### config.mk
export PLATFORM = sky130hd
export DESIGN_NAME = pbs_loop_seq_flat
export DESIGN_NICKNAME = d
export VERILOG_FILES = /design/src/rtl/pbs_loop_seq_if.sv /design/src/rtl/pbs_loop_seq.sv /design/src/flat_wrapper.sv
export SDC_FILE = /design/constraint.sdc
export NUM_CORES = 1
export LEC_CHECK = 0
export BUFFER_PORTS_ARGS = -buffer_cell sky130_fd_sc_hd__buf_4
export CAP_MARGIN = 20
export CORE_UTILIZATION = 50
export DETAILED_ROUTE_END_ITERATION = 6
export PLACE_DENSITY = 0.71
export SYNTH_ARGS = -nofsm -noshare
export SYNTH_HDL_FRONTEND = slang
export SYNTH_SLANG_ARGS = --single-unit
### constraint.sdc
create_clock -name clk -period 6.6 [get_ports clk]
set_input_delay 0.99 -clock clk [delete_from_list [all_inputs] [get_ports clk]]
set_output_delay 0.99 -clock clk [all_outputs]
set_load 0.01 [all_outputs]
### src/rtl/pbs_loop_seq_if.sv
// Command/config and index-beat bundle between the PBS front-end, the loop
// sequencer and the BSK/GLWE address generators.
interface pbs_loop_seq_if #(
  parameter int N_MAX      = 2048,
  parameter int GLWE_K_MAX = 2,
  parameter int PBS_L_MAX  = 4,
  parameter int LWE_K_MAX  = 1024,
  parameter int CHUNK      = 32
);
  localparam int LWE_W  = ($clog2(LWE_K_MAX) > 0) ? $clog2(LWE_K_MAX) : 1;
  localparam int POLY_W = ($clog2(GLWE_K_MAX + 1) > 0) ? $clog2(GLWE_K_MAX + 1) : 1;
  localparam int LVL_W  = ($clog2(PBS_L_MAX) > 0) ? $clog2(PBS_L_MAX) : 1;
  localparam int CHK_W  = ($clog2(N_MAX / CHUNK) > 0) ? $clog2(N_MAX / CHUNK) : 1;
  localparam int NLOG_W = ($clog2($clog2(N_MAX) + 1) > 0) ? $clog2($clog2(N_MAX) + 1) : 1;

  logic [POLY_W-1:0] cfg_glwe_k;
  logic [LVL_W:0]    cfg_pbs_l;
  logic [LWE_W:0]    cfg_lwe_k;
  logic [NLOG_W-1:0] cfg_n_log;
  logic              start_vld;
  logic              start_rdy;
  logic              abort;
  logic              out_vld;
  logic              out_rdy;
  logic [LWE_W-1:0]  out_lwe_idx;
  logic [POLY_W-1:0] out_poly_idx;
  logic [LVL_W-1:0]  out_lvl_idx;
  logic [CHK_W-1:0]  out_chunk_idx;
  logic              out_sol;
  logic              out_eol;
  logic              out_last;
  logic              busy;
  logic              cfg_err;

  modport master (
    output cfg_glwe_k, cfg_pbs_l, cfg_lwe_k, cfg_n_log, start_vld, abort, out_rdy,
    input  start_rdy, out_vld, out_lwe_idx, out_poly_idx, out_lvl_idx, out_chunk_idx,
    input  out_sol, out_eol, out_last, busy, cfg_err
  );

  modport slave (
    input  cfg_glwe_k, cfg_pbs_l, cfg_lwe_k, cfg_n_log, start_vld, abort, out_rdy,
    output start_rdy, out_vld, out_lwe_idx, out_poly_idx, out_lvl_idx, out_chunk_idx,
    output out_sol, out_eol, out_last, busy, cfg_err
  );
endinterface

### src/rtl/pbs_loop_seq.sv
// Runtime-configurable PBS loop sequencer: walks lwe (outer), poly*L+lvl
// (middle) and chunk (inner) indices, one registered beat per handshake.
module pbs_loop_seq #(
  parameter int N_MAX      = 2048,
  parameter int GLWE_K_MAX = 2,
  parameter int PBS_L_MAX  = 4,
  parameter int LWE_K_MAX  = 1024,
  parameter int CHUNK      = 32
) (
  input  logic          clk,
  input  logic          s_rst_n,
  pbs_loop_seq_if.slave bus
);
  // state | meaning
  // IDLE  | waiting for a start handshake; config latched and checked here
  // RUN   | emitting index beats until the last beat is accepted or abort

  localparam int LWE_W     = ($clog2(LWE_K_MAX) > 0) ? $clog2(LWE_K_MAX) : 1;
  localparam int POLY_W    = ($clog2(GLWE_K_MAX + 1) > 0) ? $clog2(GLWE_K_MAX + 1) : 1;
  localparam int LVL_W     = ($clog2(PBS_L_MAX) > 0) ? $clog2(PBS_L_MAX) : 1;
  localparam int CHK_W     = ($clog2(N_MAX / CHUNK) > 0) ? $clog2(N_MAX / CHUNK) : 1;
  localparam int NLOG_W    = ($clog2($clog2(N_MAX) + 1) > 0) ? $clog2($clog2(N_MAX) + 1) : 1;
  localparam int CHUNK_LOG = $clog2(CHUNK);
  localparam int NMAX_LOG  = $clog2(N_MAX);

  typedef enum logic {IDLE, RUN} state_t;

  state_t            state_q, state_d;
  logic [LWE_W-1:0]  lwe_q, lwe_d, lwe_max_q, lwe_max_d;
  logic [POLY_W-1:0] poly_q, poly_d, poly_max_q, poly_max_d;
  logic [LVL_W-1:0]  lvl_q, lvl_d, lvl_max_q, lvl_max_d;
  logic [CHK_W-1:0]  chk_q, chk_d, chk_max_q, chk_max_d;
  logic              cfg_err_q, cfg_err_d;

  logic              cfg_legal;
  logic [CHK_W:0]    chk_beats;
  logic              chk_wrap, lvl_wrap, poly_wrap, lwe_wrap;

  always_comb begin
    cfg_legal = (bus.cfg_glwe_k != '0)
             && (bus.cfg_glwe_k <= POLY_W'(GLWE_K_MAX))
             && (bus.cfg_pbs_l != '0)
             && (bus.cfg_pbs_l <= (LVL_W+1)'(PBS_L_MAX))
             && (bus.cfg_lwe_k != '0)
             && (bus.cfg_lwe_k <= (LWE_W+1)'(LWE_K_MAX))
             && (bus.cfg_n_log >= NLOG_W'(CHUNK_LOG))
             && (bus.cfg_n_log <= NLOG_W'(NMAX_LOG));
    // Only meaningful when the config is legal; otherwise never latched.
    chk_beats = (CHK_W+1)'(1) << (bus.cfg_n_log - NLOG_W'(CHUNK_LOG));
  end

  assign chk_wrap  = (chk_q == chk_max_q);
  assign lvl_wrap  = chk_wrap && (lvl_q == lvl_max_q);
  assign poly_wrap = lvl_wrap && (poly_q == poly_max_q);
  assign lwe_wrap  = poly_wrap && (lwe_q == lwe_max_q);

  always_comb begin
    state_d    = state_q;
    lwe_d      = lwe_q;
    poly_d     = poly_q;
    lvl_d      = lvl_q;
    chk_d      = chk_q;
    lwe_max_d  = lwe_max_q;
    poly_max_d = poly_max_q;
    lvl_max_d  = lvl_max_q;
    chk_max_d  = chk_max_q;
    cfg_err_d  = 1'b0;

    case (state_q)
      IDLE: begin
        if (bus.start_vld) begin
          if (cfg_legal) begin
            state_d    = RUN;
            lwe_d      = '0;
            poly_d     = '0;
            lvl_d      = '0;
            chk_d      = '0;
            lwe_max_d  = LWE_W'(bus.cfg_lwe_k - (LWE_W+1)'(1));
            poly_max_d = bus.cfg_glwe_k;
            lvl_max_d  = LVL_W'(bus.cfg_pbs_l - (LVL_W+1)'(1));
            chk_max_d  = CHK_W'(chk_beats - (CHK_W+1)'(1));
          end else begin
            cfg_err_d = 1'b1;
          end
        end
      end
      RUN: begin
        if (bus.abort) begin
          state_d = IDLE;
          lwe_d   = '0;
          poly_d  = '0;
          lvl_d   = '0;
          chk_d   = '0;
        end else if (bus.out_rdy) begin
          chk_d  = chk_wrap  ? '0 : chk_q + CHK_W'(1);
          if (chk_wrap)  lvl_d  = lvl_wrap  ? '0 : lvl_q + LVL_W'(1);
          if (lvl_wrap)  poly_d = poly_wrap ? '0 : poly_q + POLY_W'(1);
          if (poly_wrap) lwe_d  = lwe_wrap  ? '0 : lwe_q + LWE_W'(1);
          if (lwe_wrap)  state_d = IDLE;
        end
      end
      default: state_d = IDLE;
    endcase
  end

  always_ff @(posedge clk) begin
    if (!s_rst_n) begin
      state_q    <= IDLE;
      lwe_q      <= '0;
      poly_q     <= '0;
      lvl_q      <= '0;
      chk_q      <= '0;
      lwe_max_q  <= '0;
      poly_max_q <= '0;
      lvl_max_q  <= '0;
      chk_max_q  <= '0;
      cfg_err_q  <= 1'b0;
    end else begin
      state_q    <= state_d;
      lwe_q      <= lwe_d;
      poly_q     <= poly_d;
      lvl_q      <= lvl_d;
      chk_q      <= chk_d;
      lwe_max_q  <= lwe_max_d;
      poly_max_q <= poly_max_d;
      lvl_max_q  <= lvl_max_d;
      chk_max_q  <= chk_max_d;
      cfg_err_q  <= cfg_err_d;
    end
  end

  // Every output is a function of registers only, so stalls hold them stable.
  assign bus.start_rdy     = (state_q == IDLE);
  assign bus.busy          = (state_q == RUN);
  assign bus.out_vld       = (state_q == RUN);
  assign bus.out_lwe_idx   = lwe_q;
  assign bus.out_poly_idx  = poly_q;
  assign bus.out_lvl_idx   = lvl_q;
  assign bus.out_chunk_idx = chk_q;
  assign bus.out_sol       = (state_q == RUN) && (chk_q == '0) && (lvl_q == '0) && (poly_q == '0);
  assign bus.out_eol       = (state_q == RUN) && poly_wrap;
  assign bus.out_last      = (state_q == RUN) && lwe_wrap;
  assign bus.cfg_err       = cfg_err_q;
endmodule

### src/flat_wrapper.sv
// flat-port wrapper written by rule: the top's interface ports become plain ports
module pbs_loop_seq_flat 
#(
  parameter int N_MAX      = 2048,
  parameter int GLWE_K_MAX = 2,
  parameter int PBS_L_MAX  = 4,
  parameter int LWE_K_MAX  = 1024,
  parameter int CHUNK      = 32
)
  (clk, s_rst_n, bus_cfg_glwe_k, bus_cfg_pbs_l, bus_cfg_lwe_k, bus_cfg_n_log, bus_start_vld, bus_abort, bus_out_rdy, bus_start_rdy, bus_out_vld, bus_out_lwe_idx, bus_out_poly_idx, bus_out_lvl_idx, bus_out_chunk_idx, bus_out_sol, bus_out_eol, bus_out_last, bus_busy, bus_cfg_err);
  pbs_loop_seq_if #(.N_MAX(N_MAX), .GLWE_K_MAX(GLWE_K_MAX), .PBS_L_MAX(PBS_L_MAX), .LWE_K_MAX(LWE_K_MAX), .CHUNK(CHUNK)) bus_i ();
  input  logic clk;
  input  logic s_rst_n;
  input wire logic [$bits(bus_i.cfg_glwe_k)-1:0] bus_cfg_glwe_k;
  input wire logic [$bits(bus_i.cfg_pbs_l)-1:0] bus_cfg_pbs_l;
  input wire logic [$bits(bus_i.cfg_lwe_k)-1:0] bus_cfg_lwe_k;
  input wire logic [$bits(bus_i.cfg_n_log)-1:0] bus_cfg_n_log;
  input wire logic [$bits(bus_i.start_vld)-1:0] bus_start_vld;
  input wire logic [$bits(bus_i.abort)-1:0] bus_abort;
  input wire logic [$bits(bus_i.out_rdy)-1:0] bus_out_rdy;
  output wire logic [$bits(bus_i.start_rdy)-1:0] bus_start_rdy;
  output wire logic [$bits(bus_i.out_vld)-1:0] bus_out_vld;
  output wire logic [$bits(bus_i.out_lwe_idx)-1:0] bus_out_lwe_idx;
  output wire logic [$bits(bus_i.out_poly_idx)-1:0] bus_out_poly_idx;
  output wire logic [$bits(bus_i.out_lvl_idx)-1:0] bus_out_lvl_idx;
  output wire logic [$bits(bus_i.out_chunk_idx)-1:0] bus_out_chunk_idx;
  output wire logic [$bits(bus_i.out_sol)-1:0] bus_out_sol;
  output wire logic [$bits(bus_i.out_eol)-1:0] bus_out_eol;
  output wire logic [$bits(bus_i.out_last)-1:0] bus_out_last;
  output wire logic [$bits(bus_i.busy)-1:0] bus_busy;
  output wire logic [$bits(bus_i.cfg_err)-1:0] bus_cfg_err;
  assign bus_i.cfg_glwe_k = bus_cfg_glwe_k;
  assign bus_i.cfg_pbs_l = bus_cfg_pbs_l;
  assign bus_i.cfg_lwe_k = bus_cfg_lwe_k;
  assign bus_i.cfg_n_log = bus_cfg_n_log;
  assign bus_i.start_vld = bus_start_vld;
  assign bus_i.abort = bus_abort;
  assign bus_i.out_rdy = bus_out_rdy;
  assign bus_start_rdy = bus_i.start_rdy;
  assign bus_out_vld = bus_i.out_vld;
  assign bus_out_lwe_idx = bus_i.out_lwe_idx;
  assign bus_out_poly_idx = bus_i.out_poly_idx;
  assign bus_out_lvl_idx = bus_i.out_lvl_idx;
  assign bus_out_chunk_idx = bus_i.out_chunk_idx;
  assign bus_out_sol = bus_i.out_sol;
  assign bus_out_eol = bus_i.out_eol;
  assign bus_out_last = bus_i.out_last;
  assign bus_busy = bus_i.busy;
  assign bus_cfg_err = bus_i.cfg_err;
  pbs_loop_seq #(.N_MAX(N_MAX), .GLWE_K_MAX(GLWE_K_MAX), .PBS_L_MAX(PBS_L_MAX), .LWE_K_MAX(LWE_K_MAX), .CHUNK(CHUNK)) u_core (.clk(clk), .s_rst_n(s_rst_n), .bus(bus_i));
endmodule
# Yosys cells after proc, flatten, opt, wreduce, memory -nomap -nowiden
# Index checks and enable logic that the tools add are counted.
[word_totals]
reg_bits = 42
elab_cells = 96
out_inout_bits = 27
[op_classes]
n_shift = 1
bitwise_logic = 3
n_lt_le_gt_ge = 5
eq_ne = 10
n_mux = 32
n_reduce_logical = 27
n_addsub = 8
[ops]
columns = ["cell", "count"]
rows = [
  ["2-to-1 mux 10 bit", 6],
  ["2-to-1 mux 6 bit", 5],
  ["2-to-1 mux 2 bit", 10],
  ["one-hot mux 10 bit (2 select lines)", 1],
  ["logical AND 1 bit", 15],
  ["inequality test 3 bit (second input constant)", 4],
  ["one-hot mux 6 bit (2 select lines)", 1],
  ["AND reduction 4 bit", 3],
  ["<= comparator 11 bit (second input constant)", 1],
  ["nonzero test 11 bit", 1],
  ["adder 10 x 1 -> 10 bit (second input constant)", 1],
  ["== test 10 bit", 1],
  ["subtractor 10 x 1 -> 10 bit (second input constant)", 1],
  ["one-hot mux 2 bit (2 select lines)", 2],
  ["adder 6 x 1 -> 6 bit (second input constant)", 1],
  ["== test 6 bit", 1],
  ["logical NOT 6 bit", 1],
  ["2-to-1 mux 1 bit", 6],
  ["AND reduction 3 bit", 2],
  ["left shift 1 x 4 -> 6 bit (first input constant)", 1],
  ["subtractor 6 x 1 -> 6 bit (second input constant)", 1],
  ["adder 2 x 1 -> 2 bit (second input constant)", 2],
  ["== test 2 bit", 2],
  [">= comparator 4 x 3 -> 1 bit (second input constant)", 1],
  ["other kinds (13)", 16],
]

# Longest topological paths before layout
# Gate-level depths: netlist of run 1.
[logic_depth]
depth_word = 11
depth_mapped = 9
depth_no_buf = 8

# Worst setup path after synthesis of run 1
# Ideal clock, no wire load.
[synth_timing]
path_type = "in2reg"
start = "in bus_cfg_lwe_k[0]"
end = "reg u_core.lvl_max_q[0]"
arrival_time_ns = 3.004
path_buffers = 1
setup_ns = 0.081
cell_stages = 9
required_time_ns = 6.519
slack_ns = 3.515
cell_sequence = "inv_1 ha_1 or3b_2 o31a_1 or4_4 nor2_8 buf_6 nor2_1 a211oi_2"
[synth_between]
elab_chain_len = 6
[synth_rtl]
columns = ["item", "line", "rtl"]
rows = [
  ["start, declared", "flat_wrapper.sv:16", "input wire logic [$bits(bus_i.cfg_lwe_k)-1:0] bus_cfg_lwe_k;"],
  ["branches (longest 2 deep; another with <= comparator 11 bit)", "n/a", ""],
  ["logical AND 1 bit (*)", "pbs_loop_seq.sv:45", "&& (bus.cfg_lwe_k <= (LWE_W+1)'(LWE_K_MAX))"],
  ["logical AND 1 bit (*)", "pbs_loop_seq.sv:46", "&& (bus.cfg_n_log >= NLOG_W'(CHUNK_LOG))"],
  ["logical AND 1 bit (*)", "pbs_loop_seq.sv:47", "&& (bus.cfg_n_log <= NLOG_W'(NMAX_LOG));"],
  ["AND reduction 3 bit (no line) (*)", "n/a", ""],
  ["end signal, assigned", "pbs_loop_seq.sv:126", "lvl_max_q <= lvl_max_d;"],
  ["end, declared", "pbs_loop_seq.sv:31", "logic [LVL_W-1:0] lvl_q, lvl_d, lvl_max_q, lvl_max_d;"],
]
# Every way passes the cells marked *.
# A chain may end at the register's enable or synchronous reset.

# Final worst setup path of run 1
[layout_timing]
start = "reg u_core.chk_q[1] (netlist: u_core.bus.out_chunk_idx[1])"
end = "out bus_out_last"
[layout_between]
elab_chain_len = 5
[layout_rtl]
columns = ["item", "line", "rtl"]
rows = [
  ["start, declared", "pbs_loop_seq.sv:32", "logic [CHK_W-1:0] chk_q, chk_d, chk_max_q, chk_max_d;"],
  ["start signal, assigned", "pbs_loop_seq.sv:123", "chk_q <= chk_d;"],
  ["== test 6 bit", "pbs_loop_seq.sv:52", "assign chk_wrap = (chk_q == chk_max_q);"],
  ["logical AND 1 bit", "pbs_loop_seq.sv:53", "assign lvl_wrap = chk_wrap && (lvl_q == lvl_max_q);"],
  ["logical AND 1 bit", "pbs_loop_seq.sv:54", "assign poly_wrap = lvl_wrap && (poly_q == poly_max_q);"],
  ["logical AND 1 bit", "pbs_loop_seq.sv:55", "assign lwe_wrap = poly_wrap && (lwe_q == lwe_max_q);"],
  ["logical AND 1 bit", "pbs_loop_seq.sv:142", "assign bus.out_last = (state_q == RUN) && lwe_wrap;"],
  ["end, declared", "flat_wrapper.sv:29", "output wire logic [$bits(bus_i.out_last)-1:0] bus_out_last;"],
]
# Every way passes these cells.

==> results of run 1 <==
critical path, delay by kind of cell (launching register included):
family | cells | cell delay, ns
xor+xnor | 1 | 0.10
flops | 1 | 0.48
simple gates | 3 | 1.29
buf+inv | 1 | 0.11
metrics by stage:
stage	power, mW	util
after floorplan	0.309	-
after global placement	0.335	0.619
after detailed placement	0.336	0.619
after CTS	0.546	0.642
after global routing	0.564	0.642
final	0.545	0.642
kinds of logic (layout without fill, tap and decap cells):
group	after synthesis	count (layout)	share of synthesized area
buffers and inverters	26	77	0.0479
muxes	6	6	0.0237
AOI/OAI and AO/OA	64	64	0.196
and+or+nand+nor	123	123	0.255
adders and majority gates	9	9	0.0435
DFF	42	42	0.325
xor gates and xnor gates	32	32	0.108
report_power, final:
part / switching, mW / leakage (nW) / internal [mW]
registers: 0.00298 / 0.339 / 0.257
clock network: 0.102 / 0.0504 / 0.113
logic: 0.0410 / 0.832 / 0.0300
total: 0.146 / 1.22 / 0.399
per-layer routing:
layer,up-vias,global-route usage
met3,5,0.0494
li1,1182,-
met2,58,0.346
met1,1075,0.333
met5,-,0
met4,0,0.0791
layout make-up:
cell class / instances / area, µm²
clock buffers: 5 / 68.8
fillers: 458 / 1730
well taps: 67 / 83.8
clock inverters: 3 / 45.0
flip-flops and latches: 42 / 841
repair buffers: 52 / 390
multi-input cells: 234 / 1620
inverters: 17 / 63.8
flip-flops by register name, indices dropped and copies added, names as in the netlist:
name / cells
u_core.bus.out_poly_idx: 2
u_core.bus.out_lwe_idx: 10
u_core.bus.busy: 1
u_core.poly_max_q: 2
u_core.lwe_max_q: 10
u_core.chk_max_q: 6
u_core.bus.out_lvl_idx: 2
u_core.bus.out_chunk_idx: 6
u_core.lvl_max_q: 2
u_core.bus.cfg_err: 1
cell usage in the layout (no fill, tap or decap), types with 5 or more instances in the layout:
| cell type | count |
|---|---|
| a21oi_1 | 18 |
| nor2_1 | 37 |
| xor2_1 | 16 |
| inv_1 | 15 |
| o21ai_1 | 6 |
| buf_4 | 52 |
| nor3_1 | 5 |
| ha_1 | 9 |
| nand3_1 | 14 |
| dfxtp_1 | 42 |
| o31ai_1 | 5 |
| mux2i_1 | 5 |
| nor4_1 | 6 |
| nand2_1 | 23 |
| clkbuf_8 | 5 |
| and3_1 | 5 |
| xnor2_1 | 16 |
| a211oi_2 | 13 |
path summary, 6_finish.rpt:
path	startpoint	endpoint	slack, ns	cells after the start
setup / recovery	u_core.bus.out_chunk_idx[1]	bus_out_last	3.31	5
hold / removal	u_core.poly_max_q[1]	u_core.poly_max_q[1]	0.48	2
setup reg to reg	u_core.bus.out_chunk_idx[1]	u_core.bus.out_lwe_idx[8]	3.94	6
hold reg to reg	u_core.poly_max_q[1]	u_core.poly_max_q[1]	0.48	2
==> out/qor.yml, run 1 <==
drc: 0
relSlewSlack: 0.385
crit_chain: "xor2_1, nor4_1, and3_1, and3_1, buf_4"
preCtsSetupSlack_ns: 3.03
grt_usage: 0.233
crit_slowest_cell: "nor4_1"
drt_iter0_drc: 203
routed.top_layer: "met4"
wl_per_cell_um: 14.0
diodes: 0
finalSetupTns_ns: 0
setup_viol: 0
cts-root-buf: "clkbuf_8"
rsz0062_at_grt: "false"
core-area_mm2: 0.00485
cts_max_level: 2
vias: 2320
postSynth.asyncResetShare: 0
yosysTopAreaCellShare: 0.325
routed_wl_um: 5890
synthTopCellsByArea: "dfxtp_1 (33%), a211oi_2 (6.3%), xnor2_1 (5.4%), xor2_1 (5.4%), nor2_1 (5.4%)"
post-dp-hpwl_um: 4410
cts_tree: "built"
crit_fanout: 8
ir_worst_vdd_uv: 87.6
initial_core_util: 0.533
clock_sinks: 42
hold_class: "flop to flop"
drt-met1-wl_um: 3030
worstPathRequired_ns: 5.61
dr_wl_met2_um: 2600
place.port_buffers: 51
dp_cells: 412
setup_slack_ns: 3.31
worstPathArrival_ns: 2.30
netlist_instances: 302
cp-start-kind: "flop"
antenna_left: 0
overflow: 0
cts_setup_buffers: 0
whs_ns: 0.482
finalCritPeriodShare: 0.498
synth_seq_cells: 42
max_cap_violations: 0
power.density_mw_per_mm2: 175
synth_area_leader_cell: "dfxtp_1"
worst_pin_slew_ns: 0.916
syn_nets: 336
synth_commonest_cells: "dfxtp_1 (42), nor2_1 (37), nand2_1 (23)"
dieArea_mm2: 0.00546
final_nets: 386
io_pins: 52
yosysMostFrequentCell: "dfxtp_1"
synth_area_per_cell_um2: 8.56
period_needed_ns: 3.29
fin_area_mm2: 0.00311
fin_cells: 420
fmax_mhz: 304
hold_viol: 0
die_w_um: 73.9
path_class: "flop to primary output"
seq_area_frac_synth: 0.325
cts_buffers: 5
end_kind: "primary output"
grt_start_max_net_pins: 35
netlist_area_mm2: 0.00259
max_stage_delay_ns: 0.66
cts_resized: 0
chipHeight_um: 73.9
drv_slew: 0
drive_gt1_frac: 0.238
post_drt_via_cell_ratio: 5.52
status: "finished, final reports clean"
cp_common_cell: "and3_1"
yosys_warnings: 0
cts_hold_repair.buffers: 0
clockBufferDepth: 2
met3WireLength_um: 217
synth_cell_types: 56
fp-row-count: 25
grt_pass1_vias: 2110
clk_pin_slew_ns: 0.09
syn_to_final_growth_pct: 20.4
antenna_found_initial: 0
routabilityCongestion: 0.841
placed_area_mm2: 0.00300
clock_latency_ns: 0.31
grt_pass1_wl_um: 9780
ys.flop_type: "dfxtp_1"
leakagePower_nw: 1.22
first_pass_iters: 4
synth_edf_count: 0
fin_skew_ns: 0.00605
Note: power is estimated with default switching activity, not from simulation.
==> inputs of run 2 (changes only) <==
--- a/config.mk
+++ b/config.mk
@@ -5,11 +5,12 @@
 export SDC_FILE = /design/constraint.sdc
 export NUM_CORES = 1
 export LEC_CHECK = 0
+export ABC_AREA = 1
 export BUFFER_PORTS_ARGS = -buffer_cell sky130_fd_sc_hd__buf_4
 export CAP_MARGIN = 20
 export CORE_UTILIZATION = 50
 export DETAILED_ROUTE_END_ITERATION = 6
-export PLACE_DENSITY = 0.71
+export PLACE_DENSITY = 0.7
 export SYNTH_ARGS = -nofsm -noshare
 export SYNTH_HDL_FRONTEND = slang
 export SYNTH_SLANG_ARGS = --single-unit
==> constraint.sdc (replaced) <==
create_clock -name clk -period 3.3 [get_ports clk]
set_input_delay 0.495 -clock clk [delete_from_list [all_inputs] [get_ports clk]]
set_output_delay 0.495 -clock clk [all_outputs]
set_load 0.01 [all_outputs]
==> run 2 against run 1 <==
Register-to-register slack got worse by 2.6 ns; clock-buffer cell count increased by 2; cell area grew 1.6%; critical path depth rose by 4; first-iteration DRC count is 9.9% lower; global-route usage increased by 0.11 points; routed wire length grew 3.1%; largest cell class unchanged; sequential power rose by 100%; critical path type unchanged; via count up 13%; critical endpoint unchanged; cell count grew 28%; combinational power grew to 2.5 times the previous value.
==> out/qor.yml, run 2 <==
ir_worst_vdd_uv: 239  # +170%
clock_sinks: 42  # unchanged
synthTopCellsByArea: "dfxtp_1 (32%), nand2_1 (14%), nor2_1 (9.3%), inv_1 (8.4%), a21oi_1 (5.4%)"
hold_viol: 0  # unchanged
cts_hold_repair.buffers: 0  # unchanged
worstPathRequired_ns: 2.80  # -2.81 ns
power.density_mw_per_mm2: 332  # +90%
chipHeight_um: 75.1  # +1.5%
antenna_left: 0  # unchanged
grt_start_max_net_pins: 35  # unchanged
period_needed_ns: 2.29
clk_pin_slew_ns: 0.08  # about the same
post_drt_via_cell_ratio: 4.86  # -12%
place.port_buffers: 51  # unchanged
vias: 2612  # +13%
netlist_instances: 418  # +38%
end_kind: "primary output"
fill_cells: 517  # +13%
worst_pin_slew_ns: 0.637  # -0.279 ns
routed_wl_um: 6070  # +3.1%
first_pass_iters: 4  # unchanged
grt_usage: 0.234  # +0.00112
die_w_um: 75.1  # +1.5%
grt_pass1_wl_um: 10200  # +3.8%
cts_resized: 0  # unchanged
overflow: 0  # unchanged
fmax_mhz: 436
clockBufferDepth: 2  # unchanged
initial_core_util: 0.519  # -0.0142
cts_tree: "built"
dieArea_mm2: 0.00563  # +3.1%
worstPathArrival_ns: 1.80  # -0.50 ns
synth_area_leader_cell: "dfxtp_1"
path_class: "flop to primary output"
preCtsSetupSlack_ns: 0.773  # -2.26 ns
cts_max_level: 2  # unchanged
synth_seq_cells: 42  # unchanged
finalCritPeriodShare: 0.694
drv_slew: 0  # unchanged
core-area_mm2: 0.00514  # +6.0%
dp_cells: 529  # +28%
final_cell_mix: "nand2_1 (98), nor2_1 (66), inv_1 (60)"
syn_nets: 452  # +35%
max_cap_violations: 0  # unchanged
synth_edf_count: 0  # unchanged
final_nets: 500  # +30%
diodes: 0  # unchanged
whs_ns: 0.379  # -0.102 ns
fp-row-count: 26  # +4.0%
leakagePower_nw: 1.48  # +21%
antenna_found_initial: 0  # unchanged
relSlewSlack: 0.571  # +0.186
syn_to_final_growth_pct: 18.6
status: "finished, final reports clean"
yosys_warnings: 0  # unchanged
yosysTopAreaCellShare: 0.315  # -0.0101
drt_iter0_drc: 183  # -9.9%
drive_gt1_frac: 0.158  # -0.0795
cp-start-kind: "flop"
clock_latency_ns: 0.29  # -0.02 ns
seq_area_frac_synth: 0.315  # -0.0101
hold_class: "input pin to flop"
routabilityCongestion: 0.834  # -0.86%
wl_per_cell_um: 11.3  # -19%
finalSetupTns_ns: 0  # unchanged
fin_skew_ns: 0.00737  # +0.00131 ns
rsz0062_at_grt: "false"
fin_cells: 537  # +28%
synth_area_per_cell_um2: 6.38  # -25%
post-dp-hpwl_um: 4650  # +5.6%
crit_fanout: 6  # -2
cts_setup_buffers: 0  # unchanged
postSynth.asyncResetShare: 0  # unchanged
cts_buffers: 5  # unchanged
cts-root-buf: "clkbuf_8"
netlist_area_mm2: 0.00267  # +3.2%
setup_slack_ns: 1.01  # -2.30 ns
yosysMostFrequentCell: "nand2_1"
final_common_cell: "nand2_1"
io_pins: 52  # unchanged
synth_commonest_cells: "nand2_1 (98), nor2_1 (66), inv_1 (60)"
grt_pass1_vias: 2256  # +6.9%
ys.flop_type: "dfxtp_1"
synth_cell_types: 28  # -50%
totalPowerFinal_mw: 1.05  # +93%
setup_viol: 0  # unchanged
drc: 0  # unchanged
-- run 2: worst max-delay path: stages, from the launching register on --
cell and delay [ns]:
dfxtp_1 0.46, inv_1 0.14, nand2_1 0.07, o21ai_0 0.07
nor2_1 0.09, nand3_1 0.07, nor2_1 0.16, inv_1 0.11
nor3_1 0.18, buf_4 0.15
-- run 2: cell families (layout without fill, tap and decap cells) --
family	count (synthesis)	in the layout	synth area share
flip-flops	42	42	0.315
AND/OR/NAND/NOR	216	216	0.352
XOR/XNOR	20	20	0.0656
adder cells (fa/ha/maj)	9	9	0.0422
AO/OA/AOI/OAI	58	58	0.112
buffers and inverters	73	122	0.113
-- run 2: final cells by class --
type                       count  area, µm²  area share
multi-input combinational    303       1530       0.482
sequential                    42        841       0.266
timing repair buffer          51        383       0.121
inverter                      63        236      0.0747
tap                           70       87.6      0.0277
clock buffer                   7       86.3      0.0273
clock inverter                 1       5.00     0.00158
-- run 2: metal layers --
| layer | track usage | routed length, µm | part of all wire | vias to the layer above |
|---|---|---|---|---|
| met2 | 0.356 | 2660 | 0.44 | 69 |
| met5 | 0 | 0 | 0 | - |
| li1 | - | - | - | 1398 |
| met1 | 0.341 | 3110 | 0.51 | 1141 |
| met3 | 0.0375 | 261 | 0.043 | 4 |
| met4 | 0.0650 | 40 | 0.0066 | 0 |
-- run 2: path summary, 6_finish.rpt --
path         slack (ns)                   to                       from  cells after the start
min                0.38  u_core.lvl_max_q[0]           bus_cfg_pbs_l[0]                      2
min reg2reg        0.47  u_core.lwe_max_q[7]        u_core.lwe_max_q[7]                      2
max reg2reg        1.34  u_core.lwe_max_q[6]            u_core.bus.busy                      5
max                1.01         bus_out_last  u_core.bus.out_lwe_idx[0]                      9
-- run 2: metrics by stage --
| step | cell area (µm²) | utilization |
|---|---|---|
| after floorplan | 2670 | - |
| after global routing | 3160 | 0.616 |
| final | 3160 | 0.616 |
| after global placement | 3070 | 0.598 |
| after CTS | 3160 | 0.616 |
| after detailed placement | 3070 | 0.598 |
-- run 2: power breakdown --
| part | leakage, nW | internal, mW | total (mW) | switching (mW) |
|---|---|---|---|---|
| sequential | 0.340 | 0.519 | 0.532 | 0.0127 |
| clock | 0.0482 | 0.169 | 0.341 | 0.172 |
| combinational | 1.09 | 0.0728 | 0.178 | 0.106 |
